===== config.mk =====
export PLATFORM = sky130hd
export DESIGN_NAME = mbscore_int_sequencer
export DESIGN_NICKNAME = d
export VERILOG_FILES = /design/src/rtl/mbscore_int_sequencer.sv
export SDC_FILE = /design/constraint.sdc
export NUM_CORES = 1
export LEC_CHECK = 0
export ABC_AREA = 0
export CAP_MARGIN = 20
export CELL_PAD_IN_SITES_DETAIL_PLACEMENT = 2
export CELL_PAD_IN_SITES_GLOBAL_PLACEMENT = 2
export CORE_MARGIN = 2
export CORE_UTILIZATION = 26
export DETAILED_ROUTE_END_ITERATION = 16
export GPL_TIMING_DRIVEN = 0
export PLACE_DENSITY = 0.77
export SYNTH_ARGS = -nofsm -noshare
export SYNTH_HDL_FRONTEND = slang
export SYNTH_SLANG_ARGS = --single-unit

===== constraint.sdc =====
create_clock -name clk -period 1.4 [get_ports clk]
set_input_delay 0.42 -clock clk [delete_from_list [all_inputs] [get_ports clk]]
set_output_delay 0.42 -clock clk [all_outputs]
set_load 0.05 [all_outputs]

===== src/rtl/mbscore_int_sequencer.sv =====
// Interrupt sequencer: edge-pends, masks and prioritises request lines, then runs
// the halt/vector/jump handshake with the core, one interrupt in service at a time.
`ifndef ADDR_WIDTH
`define ADDR_WIDTH 16
`endif

module mbscore_int_sequencer #(
   parameter int unsigned N_SRC      = 7,
   parameter int unsigned ADDR_WIDTH = `ADDR_WIDTH,
   parameter int unsigned VEC_BASE   = 'h100,
   parameter int unsigned VEC_STRIDE = 'h10
) (
   input  logic                     clk,
   input  logic                     rst,
   input  logic [N_SRC-1:0]         int_src,
   input  logic [N_SRC-1:0]         int_mask,
   input  logic                     int_en_n,
   input  logic                     int_ack,
   input  logic                     int_eoi,
   output logic                     stop,
   output logic [ADDR_WIDTH-1:0]    int_addr,
   output logic [$clog2(N_SRC)-1:0] int_id,
   output logic                     int_jump,
   output logic                     in_service,
   output logic [N_SRC-1:0]         pending
);

   localparam int unsigned ID_W = $clog2(N_SRC);

   typedef enum logic [1:0] {
      IDLE    = 2'd0,
      REQ     = 2'd1,
      SERVICE = 2'd2
   } state_t;

   state_t            state;
   logic [N_SRC-1:0]  src_d;
   logic [N_SRC-1:0]  rise;
   logic [N_SRC-1:0]  eligible;
   logic [N_SRC-1:0]  clr;
   logic [ID_W-1:0]   winner;
   logic [ADDR_WIDTH-1:0] vec_addr;

   // Rising edges, eligibility and lowest-index winner
   always_comb begin
      rise     = int_src & ~src_d;
      eligible = int_en_n ? '0 : (pending & ~int_mask);
      winner   = '0;
      for (int i = int'(N_SRC) - 1; i >= 0; i--) begin
         if (eligible[i]) winner = ID_W'(i);
      end
      vec_addr = ADDR_WIDTH'(VEC_BASE + 32'(winner) * VEC_STRIDE);
      clr      = '0;
      if (state == REQ && int_ack) clr = N_SRC'(1) << int_id;
   end

   // Sequencer FSM; set beats clear on the pending register
   always_ff @(posedge clk or posedge rst) begin
      if (rst) begin
         state      <= IDLE;
         src_d      <= '0;
         pending    <= '0;
         stop       <= 1'b0;
         int_addr   <= '0;
         int_id     <= '0;
         int_jump   <= 1'b0;
         in_service <= 1'b0;
      end else begin
         src_d    <= int_src;
         pending  <= (pending & ~clr) | rise;
         int_jump <= 1'b0;
         case (state)
            IDLE: begin
               if (|eligible) begin
                  state    <= REQ;
                  int_id   <= winner;
                  int_addr <= vec_addr;
                  stop     <= 1'b1;
               end
            end
            REQ: begin
               if (int_ack) begin
                  state      <= SERVICE;
                  stop       <= 1'b0;
                  int_jump   <= 1'b1;
                  in_service <= 1'b1;
               end
            end
            SERVICE: begin
               if (int_eoi) begin
                  state      <= IDLE;
                  in_service <= 1'b0;
                  int_addr   <= '0;
               end
            end
            default: state <= IDLE;
         endcase
      end
   end

endmodule


---- Yosys cells after proc, flatten, opt, wreduce, memory -nomap -nowiden ----
Cells that the tools add are included.
word-level totals
  register bits ........................... 38
  output and inout port bits .............. 29
cells by class
  add/subtract/negate cells ............... 1
  eq/ne operators ......................... 5
  shifts and indexed selects .............. 1
  multiplexer cells ....................... 24
  bitwise operators ....................... 7
  reductions and logical operators ........ 11
operator list
  cell                  number
  $mux 16               2
  $pmux 16 s2           1
  $and 7x7->7           3
  $mux 3                7
  $not 7->7             3
  $mux 7                2
  $reduce_and 3->1      4
  $add 9x7->10 const A  1
  $or 7x7->7            1
  $reduce_or 7->1       1
  $shl 1x3->7 const A   1
  $mux 1                6
  $mux 2                3
  $ne 2x2->1 const B    3
  $pmux 2 s3            1
  $reduce_bool 2->1     3
  $pmux 1 s2            2
  $eq 2x1->1 const B    1
  $eq 2x2->1 const B    1
  $logic_not 2->1       1
  $reduce_and 2->1      1
  $logic_and 1x1->1     1

---- Longest topological paths before layout ----
Gate-level depths: netlist of the first run.
  depth in word-level cells ............... 13
  mapped depth ............................ 6
  depth with buffers taken out ............ 4

---- Worst setup path before layout of the first run ----
No wires, ideal clock.
  path kind ............................... flip-flop to flip-flop
  from .................................... reg pending[0]
  to ...................................... reg int_addr[5]
  arrival ................................. 1394 ps
  required time ........................... 1317 ps
  path slack .............................. -78 ps
  cell stages (with the launch flop) ...... 5
  path buffers ............................ 0
  clock period less this slack ............ 1478 ps
  cell sequence ........................... dfrtp_1 > nand2b_2 > nand4_4 > o311a_4 > o22ai_2
on the way
  longest elaborated chain between the ends .. 6
ends and longest elaborated chain
  item                      RTL line  RTL
  start: declaration        25        output logic [N_SRC-1:0] pending
  start signal: assignment  70        pending <= (pending & ~clr) | rise;
  $and 7x7->7 (*)           47        eligible = int_en_n ? '0 : (pending & ~int_mask);
  $mux 7 (*)                47
  $mux 3                    50        if (eligible[i]) winner = ID_W'(i);
  $add 9x7->10              52        vec_addr = ADDR_WIDTH'(VEC_BASE + 32'(winner) * VEC_STRIDE);
  $mux 16                   74        if (|eligible) begin
  $pmux 16 s2               72        case (state)
  end signal: assignment    77        int_addr <= vec_addr;
  end: declaration          21        output logic [ADDR_WIDTH-1:0] int_addr,
Mark *: on every way between the ends. The rest lies on a longest branch, timed or not. The select of a mux whose other input is x is not followed.
A chain may end at the register's enable or synchronous reset.

---- Final worst setup path of the first run ----
  from .................................... reg state[1]
  to ...................................... reg pending[0]
on the way
  longest elaborated chain between the ends .. 6
ends and longest elaborated chain
  item                      RTL line  RTL
  start: declaration        36        state_t state;
  start signal: assignment  60        state <= IDLE;
  start signal: assignment  75        state <= REQ;
  start signal: assignment  83        state <= SERVICE;
  $eq 2x1->1                54        if (state == REQ && int_ack) clr = N_SRC'(1) << int_id;
  $logic_and 1x1->1         54
  $mux 7                    54
  $not 7->7                 70
  $and 7x7->7               70
  $or 7x7->7                70
Every way passes these cells.

==> reports/qor.yml, run 1 <==
run_status:
  status: "complete, no violations"
grt:
  grt_max_degree: 27
  use_met2_pct: 27.48
  grt_use_met1_pct: 14.41
  grt_most_used_layer: "met2"
  grtUsageTotal_pct: 14.17
  grt_pass1_wl_mm: 5.768
  met3_usage_pct: 3.117
  gr-total-overflow: 0
  grt_pass1_vias: 1162
  antenna_found_initial: 0
timing:
  drv_slew: 0
  worst_pin_slew_ns: 0.5839
  rsz0062_at_grt: "true"
  slew_headroom_pct: 60.99
  finalSetupViolations: 0
  period_needed_ns: 1.368
  finalCritPeriodShare_pct: 97.73
  final-hold-violation-count: 0
  fmax_ghz: 0.7309
  hold_slack_ns: 0.4151
  fin_worst_skew_ns: 0.0009924
drt:
  route.vias.total: 1029
  via_per_inst: 4.252
  ant_nets: 0
  route.detailed.drc: 0
  drt-initial-drc-count: 37
  firstDrtPassIters: 4
  wl_per_cell_um: 15.58
  wl_mm: 3.771
worst_setup_path:
  start_kind: "flip-flop"
  cp.required_ns: 1.56
  crit_type: "flip-flop to flip-flop"
  arrival_ns: 1.52
  worstSetupEndpointType: "flip-flop"
  cp_max_fo: 9
die:
  start_util_pct: 27.13
  ioPinCount: 48
  core_area_um2: 4723
  die_x_um: 74.20
  chipHeight_um: 74.20
  die_area_um2: 5506
  placementRows: 25
placement:
  dp_hpwl_mm: 2.500
  portBuffers: 35
  gp_congestion: 0.7354
cts:
  clock-sinks: 26
  cts_tree: "done"
  numCtsBuffers: 3
  clk_pin_slew_ns: 0.09
  ctsHtreeMaxLevel: 1
  root_buffer: "clkbuf_8"
  postCtsHoldBufs: 0
  clockBufferDepth: 2
  clkLatencyLatePin_ns: 0.27
logic_synthesis:
  syn_avg_cell_area_um2: 11.24
  ys_dominant_reg_cell: "dfrtp_1"
  ys_types: 30
  async_flop_share_pct: 100.0
  synth_warnings: 0
  ys_seq_area_share_pct: 50.78
  syn_area_um2: 1281
  ys_ff_latch: 26
  synth-edff-count: 0
  syn_inst: 114
pwr:
  power_density_nw_per_um2: 1880
  finalPower_w: 0.003570
  p_leak_nw: 0.8949
  vdd_drop_max_uv: 548.0
layout:
  antennaDiodeCount: 0
  layout-drive-gt1-share_pct: 44.57
  fin_nets: 195
  area_growth_pct: 48.24
hold_path:
  hp-class: "flip-flop to flip-flop"
run:
  timing.max_cap.violations: 0
-- cell usage in the layout (no fill, tap or decap), types with 2 or more instances in the layout --
cell type / n
a21oi_1: 3
o21ai_1: 12
o22ai_2: 3
inv_1: 14
buf_4: 29
buf_6: 3
nand2_1: 6
o21ai_0: 6
clkbuf_4: 3
o2bb2ai_1: 2
conb_1: 12
nand2b_1: 2
dfrtp_2: 10
clkbuf_8: 4
clkdlybuf4s50_1: 9
dfrtp_1: 16
dlygate4sd2_1: 9
buf_2: 7
nand2b_4: 8
-- metal layers --
metal / wire length, um / vias up / share of wire, %
met5: 0 / - / 0
met4: 106 / 0 / 2.8
met3: 170 / 10 / 4.5
met2: 2130 / 31 / 56
met1: 1364 / 506 / 36
li1: - / 482 / -
-- final timing paths --
path                                      startpoint                    to  slack (ns)  cells past startpoint
max in group asynchronous                        rst  pending[0]$_DFF_PP0_        0.49                      2
worst max register to register  state[1]$_DFFE_PP0P_  pending[0]$_DFF_PP0_        0.03                      6
worst min register to register    src_d[4]$_DFF_PP0_  pending[4]$_DFF_PP0_        0.42                      1
worst max-delay path            state[1]$_DFFE_PP0P_  pending[0]$_DFF_PP0_        0.03                      6
worst min-delay path              src_d[4]$_DFF_PP0_  pending[4]$_DFF_PP0_        0.42                      1
min in group asynchronous                        rst    src_d[6]$_DFF_PP0_        0.55                      2
-- state kept, by name, summed over array words and instances, names as in the netlist --
| register | count |
|---|---|
| stop | 1 |
| state | 2 |
| in_service | 1 |
| int_addr | 4 |
| src_d | 7 |
| pending | 7 |
| int_id | 3 |
| int_jump | 1 |
-- where the power goes --
| part | internal (W) | total (W) | switching, W |
|---|---|---|---|
| clock | 0.000252 | 0.000498 | 0.000246 |
| sequential | 0.000961 | 0.00115 | 0.000190 |
| combinational | 0.000666 | 0.00192 | 0.00125 |
| total | 0.00188 | 0.00357 | 0.00169 |
-- final cells by class --
type                            count  area (um2)
Fill cell                         523        2824
Sequential cell                    26       663.1
Multi-Input combinational cell     70       559.3
Timing Repair Buffer               46       365.4
Buffer                             14       112.6
Tap cell                           67       83.83
Inverter                           15       60.06
Clock buffer                        4       55.05
-- metrics by stage --
stage	utilization, %	std cells	setup slack, ns	TNS (ns)	cell area, um2
6_report	40.21	242	0.03182	0	1899
5_1_grt	40.21	242	-0.04318	-0.1530	1899
4_1_cts	39.39	238	0.004464	0	1861
3_5_place_dp	37.38	227	-0.4711	-18.57	1765
3_3_place_gp	37.38	227	-0.4154	-14.91	1765
2_1_floorplan	-	125	0.02912	0	1331
-- critical path, cell delays in order (launching register included) --
cell and delay [ns]:
dfrtp_1 0.39, buf_6 0.14, and3b_1 0.23, buf_6 0.13, nand2b_4 0.08, o31ai_4 0.18, o21ai_1 0.10
-- logic make-up after synthesis --
group	synth area share, %
other	0.2927
DFF	50.78
buffers and inverters	13.18
AOI/OAI and AO/OA	20.51
and+or+nand+nor	15.24
-- synthesized netlist by cell type, types with 2 or more instances --
master / instances / area [um2]
o21ai_0: 8 / 40.04
o21ai_1: 10 / 50.05
o22ai_2: 3 / 37.54
buf_4: 12 / 90.09
buf_6: 2 / 22.52
o2bb2ai_1: 2 / 17.52
a21oi_1: 3 / 15.01
nand2b_1: 6 / 37.54
nand2b_2: 3 / 26.28
dfrtp_1: 26 / 650.6
nand2_1: 6 / 22.52
inv_1: 15 / 56.30
-- repair_timing --
action                     CTS  global route
setup endpoints to repair   57            14
setup buffers                7             4
pin swaps                    5             1
gates resized for setup    116             5
No activity file was read; power rests on OpenSTA's default activity.
==> run 2: changes to the inputs <==
--- a/config.mk
+++ b/config.mk
@@ -5,15 +5,14 @@
 export SDC_FILE = /design/constraint.sdc
 export NUM_CORES = 1
 export LEC_CHECK = 0
-export ABC_AREA = 0
 export CAP_MARGIN = 20
 export CELL_PAD_IN_SITES_DETAIL_PLACEMENT = 2
 export CELL_PAD_IN_SITES_GLOBAL_PLACEMENT = 2
 export CORE_MARGIN = 2
-export CORE_UTILIZATION = 26
+export CORE_UTILIZATION = 24
 export DETAILED_ROUTE_END_ITERATION = 16
 export GPL_TIMING_DRIVEN = 0
-export PLACE_DENSITY = 0.77
+export PLACE_DENSITY = 0.75
 export SYNTH_ARGS = -nofsm -noshare
 export SYNTH_HDL_FRONTEND = slang
 export SYNTH_SLANG_ARGS = --single-unit
==> constraint.sdc (replaced) <==
create_clock -name clk -period 1.1 [get_ports clk]
set_input_delay 0.33 -clock clk [delete_from_list [all_inputs] [get_ports clk]]
set_output_delay 0.33 -clock clk [all_outputs]
set_load 0.05 [all_outputs]
==> run 2 against run 1 <==
  * Critical path depth is 1 lower
  * Highest routed layer unchanged
  * Sequential power is 30% higher
  * Utilization is 4.2 points higher
  * Routed wire length is 20% higher
  * Via count is 9.4% higher
  * Non-clock buffer count is 23 higher
  * Final cell count is 11% higher
  * The flow now finishes with violations (negative setup slack)
  * Count of clock-buffer cells in the layout stayed put
  * Power is 52% higher
  * Fmax is 0.27% higher
  * Clock skew is 0.0016 ns higher
==> reports/qor.yml, run 2 (synthesized netlist as in run 1, its figures left out) <==
cts:
  numCtsBuffers: 3  # unchanged
  clkLatencyLatePin_ns: 0.27  # about the same
  clockBufferDepth: 2  # unchanged
  cts_tree: "done"
  postCtsHoldBufs: 0  # unchanged
  ctsHtreeMaxLevel: 1  # unchanged
  clock-sinks: 26  # unchanged
  clk_pin_slew_ns: 0.09  # about the same
  root_buffer: "clkbuf_8"
layout:
  most-common-layout-cells: "buf_4 (36), buf_6 (24), dfrtp_1 (15)"
  layout-drive-gt1-share_pct: 58.08  # +14 points
  nFillCells: 559  # +6.9%
  final_common_cell: "buf_4"
  final_cell_area_um2: 2282  # +20%
  fin_nets: 218  # +12%
  antennaDiodeCount: 0  # unchanged
  largestRegisters: "pending x7, src_d x7, int_addr x4"
  finish.utilization_pct: 44.40  # +4.2 points
  area_growth_pct: 78.13
worst_setup_path:
  start_kind: "flip-flop"
  crit_path_cell_trace: "buf_6, and3b_2, nand2b_4, o31ai_4, o21ai_1"
  cp_max_fo: 4  # -5
  worstSetupEndpointType: "flip-flop"
  reg2reg_depth: 5  # -1
  r2r_end: "pending[0]$_DFF_PP0_"
  cp.required_ns: 1.25  # -0.31 ns
  arrival_ns: 1.51  # about the same
  slowest_delay_ns: 0.39  # about the same
  cp_slowest_cell: "dfrtp_1"
  r2r_start: "state[1]$_DFFE_PP0P_"
  reg2reg_slack_ns: -0.26  # -0.30 ns
  crit_type: "flip-flop to flip-flop"
timing:
  fmax_ghz: 0.7329  # +0.27%
  finalCritPeriodShare_pct: 124.0  # +26 points
  finalSetupTns_ns: -5.454  # -5.454 ns
  rsz0062_at_grt: "true"
  drv_slew: 0  # unchanged
  final-hold-violation-count: 0  # unchanged
  period_needed_ns: 1.365  # -0.003677 ns
  slew_headroom_pct: 60.27  # -0.71 points
  fin_worst_skew_ns: 0.002569  # +0.001577 ns
  worst_pin_slew_ns: 0.5946  # +0.01069 ns
  finalSetupViolations: 35  # +35
  setup_ws_ns: -0.2645  # -0.2963 ns
die:
  placementRows: 26  # +4.0%
  start_util_pct: 24.93  # -2.2 points
  core_area_um2: 5140  # +8.8%
  die_area_um2: 5939  # +7.9%
  die_x_um: 77.07  # +3.9%
  ioPinCount: 48  # unchanged
  chipHeight_um: 77.07  # +3.9%
run_status:
  status: "finished with violations"
  violations: "negative setup slack"
placement:
  dp_hpwl_mm: 2.690  # +7.6%
  gp_congestion: 0.7183  # -2.3%
  place_area_um2: 1799  # +1.9%
  dp_slack_ns: -0.6462  # -0.1751 ns
  portBuffers: 35  # unchanged
drt:
  wl_mm: 4.524  # +20%
  wl_per_cell_um: 16.88  # +8.3%
  firstDrtPassIters: 4  # unchanged
  via_per_inst: 4.201  # -1.2%
  route.detailed.drc: 0  # unchanged
  drt-initial-drc-count: 39  # +5.4%
  ant_nets: 0  # unchanged
  route.vias.total: 1126  # +9.4%
pwr:
  finalPower_w: 0.005410  # +52%
  power_density_nw_per_um2: 2371  # +26%
  p_switching_w: 0.002390  # +41%
  intPower_w: 0.003020  # +61%
  p_leak_nw: 1.071  # +20%
  sw_frac_of_total_pct: 44.18  # -3.2 points
  seq_power_share_pct: 27.6  # -4.6 points
  combPwrFrac_pct: 60.9  # +7.1 points
  vdd_drop_max_uv: 733.9  # +34%
  p_clk_share_pct: 11.5  # -2.5 points
hold_path:
  whs_path_depth: 1  # unchanged
  hp-class: "flip-flop to flip-flop"
  min_to: "pending[5]$_DFF_PP0_"
  hold_start: "src_d[5]$_DFF_PP0_"
grt:
  grt_pass1_vias: 1303  # +12%
  grt_pass1_wl_mm: 6.886  # +19%
  gr-total-overflow: 0  # unchanged
  grt_max_degree: 27  # unchanged
  grtUsageTotal_pct: 14.89  # +0.72 points
  antenna_found_initial: 0  # unchanged
run:
  timing.max_cap.violations: 0  # unchanged
==> run 2: changes by cell type in the layout (fill, tap and decap cells not counted), moves of 3 or more <==
cell      before  now
buf_6          3   24
buf_2          7    0
buf_4         29   36
o21ai_2        1    6
o21ai_0        6    2
buf_8          0    3
clkbuf_4       3    0
==> run 2: metrics by stage <==
| stage | instances | hold WS, ns |
|---|---|---|
| finish | 268 | 0.4100 |
| floorplan | 125 | 0.3614 |
| global placement | 230 | 0.3915 |
| detailed placement | 230 | 0.4015 |
| CTS | 254 | 0.4151 |
| global route | 268 | 0.4229 |
==> run 2: worst max-delay path by stage <==
| stage | startpoint | to | slack, ns | cells past startpoint |
|---|---|---|---|---|
| 2_1_floorplan | pending[4]$_DFF_PP0_ | int_addr[5]$_DFFE_PP0P_ | -0.25 | 4 |
| 3_3_place_gp | int_mask[4] | int_addr[5]$_DFFE_PP0P_ | -0.60 | 5 |
| 3_5_place_dp | int_mask[4] | int_addr[6]$_DFFE_PP0P_ | -0.65 | 5 |
| 4_1_cts | pending[2]$_DFF_PP0_ | int_addr[6]$_DFFE_PP0P_ | -0.26 | 4 |
| 5_1_grt | pending[3]$_DFF_PP0_ | state[0]$_DFFE_PP0P_ | -0.31 | 5 |
| 6_report | state[1]$_DFFE_PP0P_ | pending[0]$_DFF_PP0_ | -0.26 | 5 |
==> run 2: power by group through the flow <==
stage / Sequential [W] / Clock [W] / Combinational (W)
5_1_grt: 0.00153 / 0.000668 / 0.00347
3_3_place_gp: 0.00153 / 0 / 0.00218
2_1_floorplan: 0.00219 / 0 / 0.000870
6_report: 0.00149 / 0.000624 / 0.00330
3_5_place_dp: 0.00155 / 0 / 0.00224
4_1_cts: 0.00152 / 0.000647 / 0.00287
==> run 2: per-layer routing <==
layer | global-route usage, % | vias up | routed length [um]
met5 | 0 | - | 0
met4 | 3.036 | 0 | 72
met3 | 2.706 | 6 | 156
met2 | 31.67 | 34 | 2735
met1 | 14.53 | 562 | 1560
li1 | - | 524 | -
==> run 2: cell type report <==
cell class / count / area, um2 / share of cell area [%]
plain buffers: 13 / 101.3 / 4.441
well taps: 70 / 87.58 / 3.838
flip-flops and latches: 26 / 664.4 / 29.11
multi-input cells: 70 / 620.6 / 27.19
inverters: 15 / 60.06 / 2.632
clock buffers: 4 / 55.05 / 2.412
repair buffers: 70 / 693.2 / 30.37
==> run 2: critical path, delay by kind of cell (launching register included) <==
family          cells  cell delay [ns]
simple gates        2             0.43
flops               1             0.39
compound gates      2             0.29
buf+inv             1             0.14
==> run 2: timing repair <==
action / CTS / global route
buffers inserted: 20 / 15
pin swaps: 13 / 5
gates resized for setup: 148 / 18
setup endpoints to repair: 60 / 34
==> run 3: changes to the inputs <==
--- a/config.mk
+++ b/config.mk
@@ -5,7 +5,6 @@
 export SDC_FILE = /design/constraint.sdc
 export NUM_CORES = 1
 export LEC_CHECK = 0
-export CAP_MARGIN = 20
 export CELL_PAD_IN_SITES_DETAIL_PLACEMENT = 2
 export CELL_PAD_IN_SITES_GLOBAL_PLACEMENT = 2
 export CORE_MARGIN = 2
@@ -13,6 +12,7 @@
 export DETAILED_ROUTE_END_ITERATION = 16
 export GPL_TIMING_DRIVEN = 0
 export PLACE_DENSITY = 0.75
+export SKIP_CTS_REPAIR_TIMING = 1
 export SYNTH_ARGS = -nofsm -noshare
 export SYNTH_HDL_FRONTEND = slang
 export SYNTH_SLANG_ARGS = --single-unit
==> run 3 against run 2 <==
  * The flow still finishes with violations (negative setup slack)
  * Count of clock-buffer cells in the layout did not move
  * Via count fell by 5.6%
  * Die area did not move
  * First-iteration DRC count fell by 64%
  * Utilization fell by 2.1 points
  * Clock skew rose by 0.0053 ns
  * Fmax fell by 2.5%
  * Critical path depth rose by 1
  * Flip-flop and latch count did not move
  * Worst setup slack got worse by 0.035 ns
  * Critical path type unchanged
  * Critical endpoint unchanged
  * Largest power group unchanged
==> reports/qor.yml, run 3 (synthesized netlist as in run 1, its figures left out) <==
placement:
  dp_hpwl_mm: 2.690  # unchanged
  gp_congestion: 0.7183  # unchanged
  portBuffers: 35  # unchanged
  place_area_um2: 1799  # unchanged
timing:
  finalSetupViolations: 34  # -2.9%
  slew_headroom_pct: 61.26  # +0.99 points
  worst_pin_slew_ns: 0.5799  # -0.01476 ns
  rsz0062_at_grt: "true"
  fmax_ghz: 0.7143  # -2.5%
  fin_worst_skew_ns: 0.007828  # +0.005259 ns
  hold_slack_ns: 0.3603  # -0.04971 ns
  drv_slew: 0  # unchanged
  setup_ws_ns: -0.3000  # -0.03546 ns
  finalCritPeriodShare_pct: 127.3  # +3.2 points
  period_needed_ns: 1.400  # +0.03546 ns
  final-hold-violation-count: 0  # unchanged
pwr:
  vdd_drop_max_uv: 700.5  # -4.5%
  p_leak_nw: 1.070  # -0.10%
  power_density_nw_per_um2: 2335  # -1.5%
  finalPower_w: 0.005077  # -6.2%
worst_setup_path:
  worst-path-buf-inv: 2  # +1
  crit_type: "flip-flop to flip-flop"
  reg2reg_depth: 6  # +1
  start_kind: "flip-flop"
  cp_max_fo: 7  # +3
  slowest_delay_ns: 0.39  # about the same
  cp_common_cell: "buf_6"
  worst-path-stages: 6  # +1
  worstSetupEndpointType: "flip-flop"
  cp.required_ns: 1.25  # about the same
  cp_slowest_cell: "dfrtp_1"
  path_delay_family: "flip-flops"
  arrival_ns: 1.55  # +0.04 ns
  crit_path_cell_trace: "buf_6, and3b_1, buf_6, nand2b_4, o31ai_4, o21ai_1"
die:
  die_area_um2: 5939  # unchanged
  start_util_pct: 24.93  # unchanged
  chipHeight_um: 77.07  # unchanged
  placementRows: 26  # unchanged
  ioPinCount: 48  # unchanged
  core_area_um2: 5140  # unchanged
  die_x_um: 77.07  # unchanged
cts:
  clk_pin_slew_ns: 0.10  # about the same
  clock-sinks: 26  # unchanged
  numCtsBuffers: 3  # unchanged
  clkLatencyLatePin_ns: 0.28  # about the same
  cts_tree: "done"
  ctsHtreeMaxLevel: 1  # unchanged
  root_buffer: "clkbuf_8"
  clockBufferDepth: 2  # unchanged
grt:
  grt_pass1_vias: 1115  # -14%
  grtUsageTotal_pct: 11.70  # -3.2 points
  met3_usage_pct: 2.588  # -0.12 points
  antenna_found_initial: 0  # unchanged
  grt_most_used_layer: "met2"
  gr-total-overflow: 0  # unchanged
  use_met2_pct: 22.63  # -9.0 points
  grt_pass1_wl_mm: 5.575  # -19%
  grt_max_degree: 27  # unchanged
  grt_use_met1_pct: 13.33  # -1.2 points
drt:
  firstDrtPassIters: 3  # -1
  ant_nets: 0  # unchanged
  wl_mm: 4.253  # -6.0%
  via_per_inst: 4.152  # -1.2%
  wl_per_cell_um: 16.61  # -1.6%
  drt-initial-drc-count: 14  # -64%
  route.detailed.drc: 0  # unchanged
  route.vias.total: 1063  # -5.6%
run_status:
  violations: "negative setup slack"
  status: "finished with violations"
hold_path:
  whs_path_depth: 2  # +1
  hp-class: "primary input to flip-flop"
layout:
  final_common_cell: "buf_4"
  layout-drive-gt1-share_pct: 54.30  # -3.8 points
  area_growth_pct: 69.73
  antennaDiodeCount: 0  # unchanged
  largestRegisters: "pending x7, src_d x7, int_addr x4"
  final_cell_area_um2: 2175  # -4.7%
  most-common-layout-cells: "buf_4 (32), buf_6 (19), dfrtp_1 (15)"
  fin_nets: 206  # -5.5%
run:
  timing.max_cap.violations: 0  # unchanged
[run 3: changes by cell type in the layout (fill, tap and decap cells not counted), moves of 2 or more]
cell and change:
dlygate4sd2_1 -9, dlymetal6s2s_1 +9, buf_6 -5, buf_4 -4, buf_12 -2, buf_8 -2
[run 3: final cells by class]
type	count	area, um2
tap	70	87.58
sequential	26	664.4
fill	570	2965
buffer	14	112.6
clock buffer	4	55.05
timing repair buffer	57	566.8
inverter	15	60.06
multi-input combinational	70	628.1
[run 3: final timing paths]
kind                                            from               endpoint  slack, ns
worst min register to register    src_d[5]$_DFF_PP0_   pending[5]$_DFF_PP0_       0.41
worst max register to register  state[1]$_DFFE_PP0P_   pending[0]$_DFF_PP0_      -0.30
min in group asynchronous                        rst     src_d[4]$_DFF_PP0_       0.45
worst min-delay path                         int_ack   state[0]$_DFFE_PP0P_       0.36
worst max-delay path            state[1]$_DFFE_PP0P_   pending[0]$_DFF_PP0_      -0.30
max in group asynchronous                        rst  int_id[1]$_DFFE_PP0P_       0.28
[run 3: layer usage]
layer | routed length, um | vias up
li1 | - | 499
met1 | 1615 | 536
met2 | 2489 | 28
met3 | 148 | 0
met4 | 0 | 0
met5 | 0 | -
[run 3: metrics by stage]
| step | worst slack, ns | utilization [%] | setup TNS (ns) | cells |
|---|---|---|---|---|
| 2_1_floorplan | -0.2465 | - | -2.007 | 125 |
| 3_3_place_gp | -0.5963 | 35.00 | -27.13 | 230 |
| 3_5_place_dp | -0.6462 | 35.00 | -30.07 | 230 |
| 4_1_cts | -0.8229 | 36.08 | -22.24 | 234 |
| 5_1_grt | -0.3762 | 42.31 | -6.868 | 256 |
| 6_report | -0.3000 | 42.31 | -5.077 | 256 |
[run 3: worst reg2reg max path: stages, from the launching register on]
cell      delay, ns
dfrtp_1        0.39
buf_6          0.14
and3b_1        0.22
buf_6          0.14
nand2b_4       0.10
o31ai_4        0.18
o21ai_1        0.12
[run 3: where the power goes]
part | switching, W | leakage [nW] | total, W | internal, W
logic | 0.00168 | 0.756 | 0.00290 | 0.00122
clock network | 0.000321 | 0.0288 | 0.000641 | 0.000321
registers | 0.000310 | 0.285 | 0.00154 | 0.00123
total | 0.00231 | 1.07 | 0.00508 | 0.00277
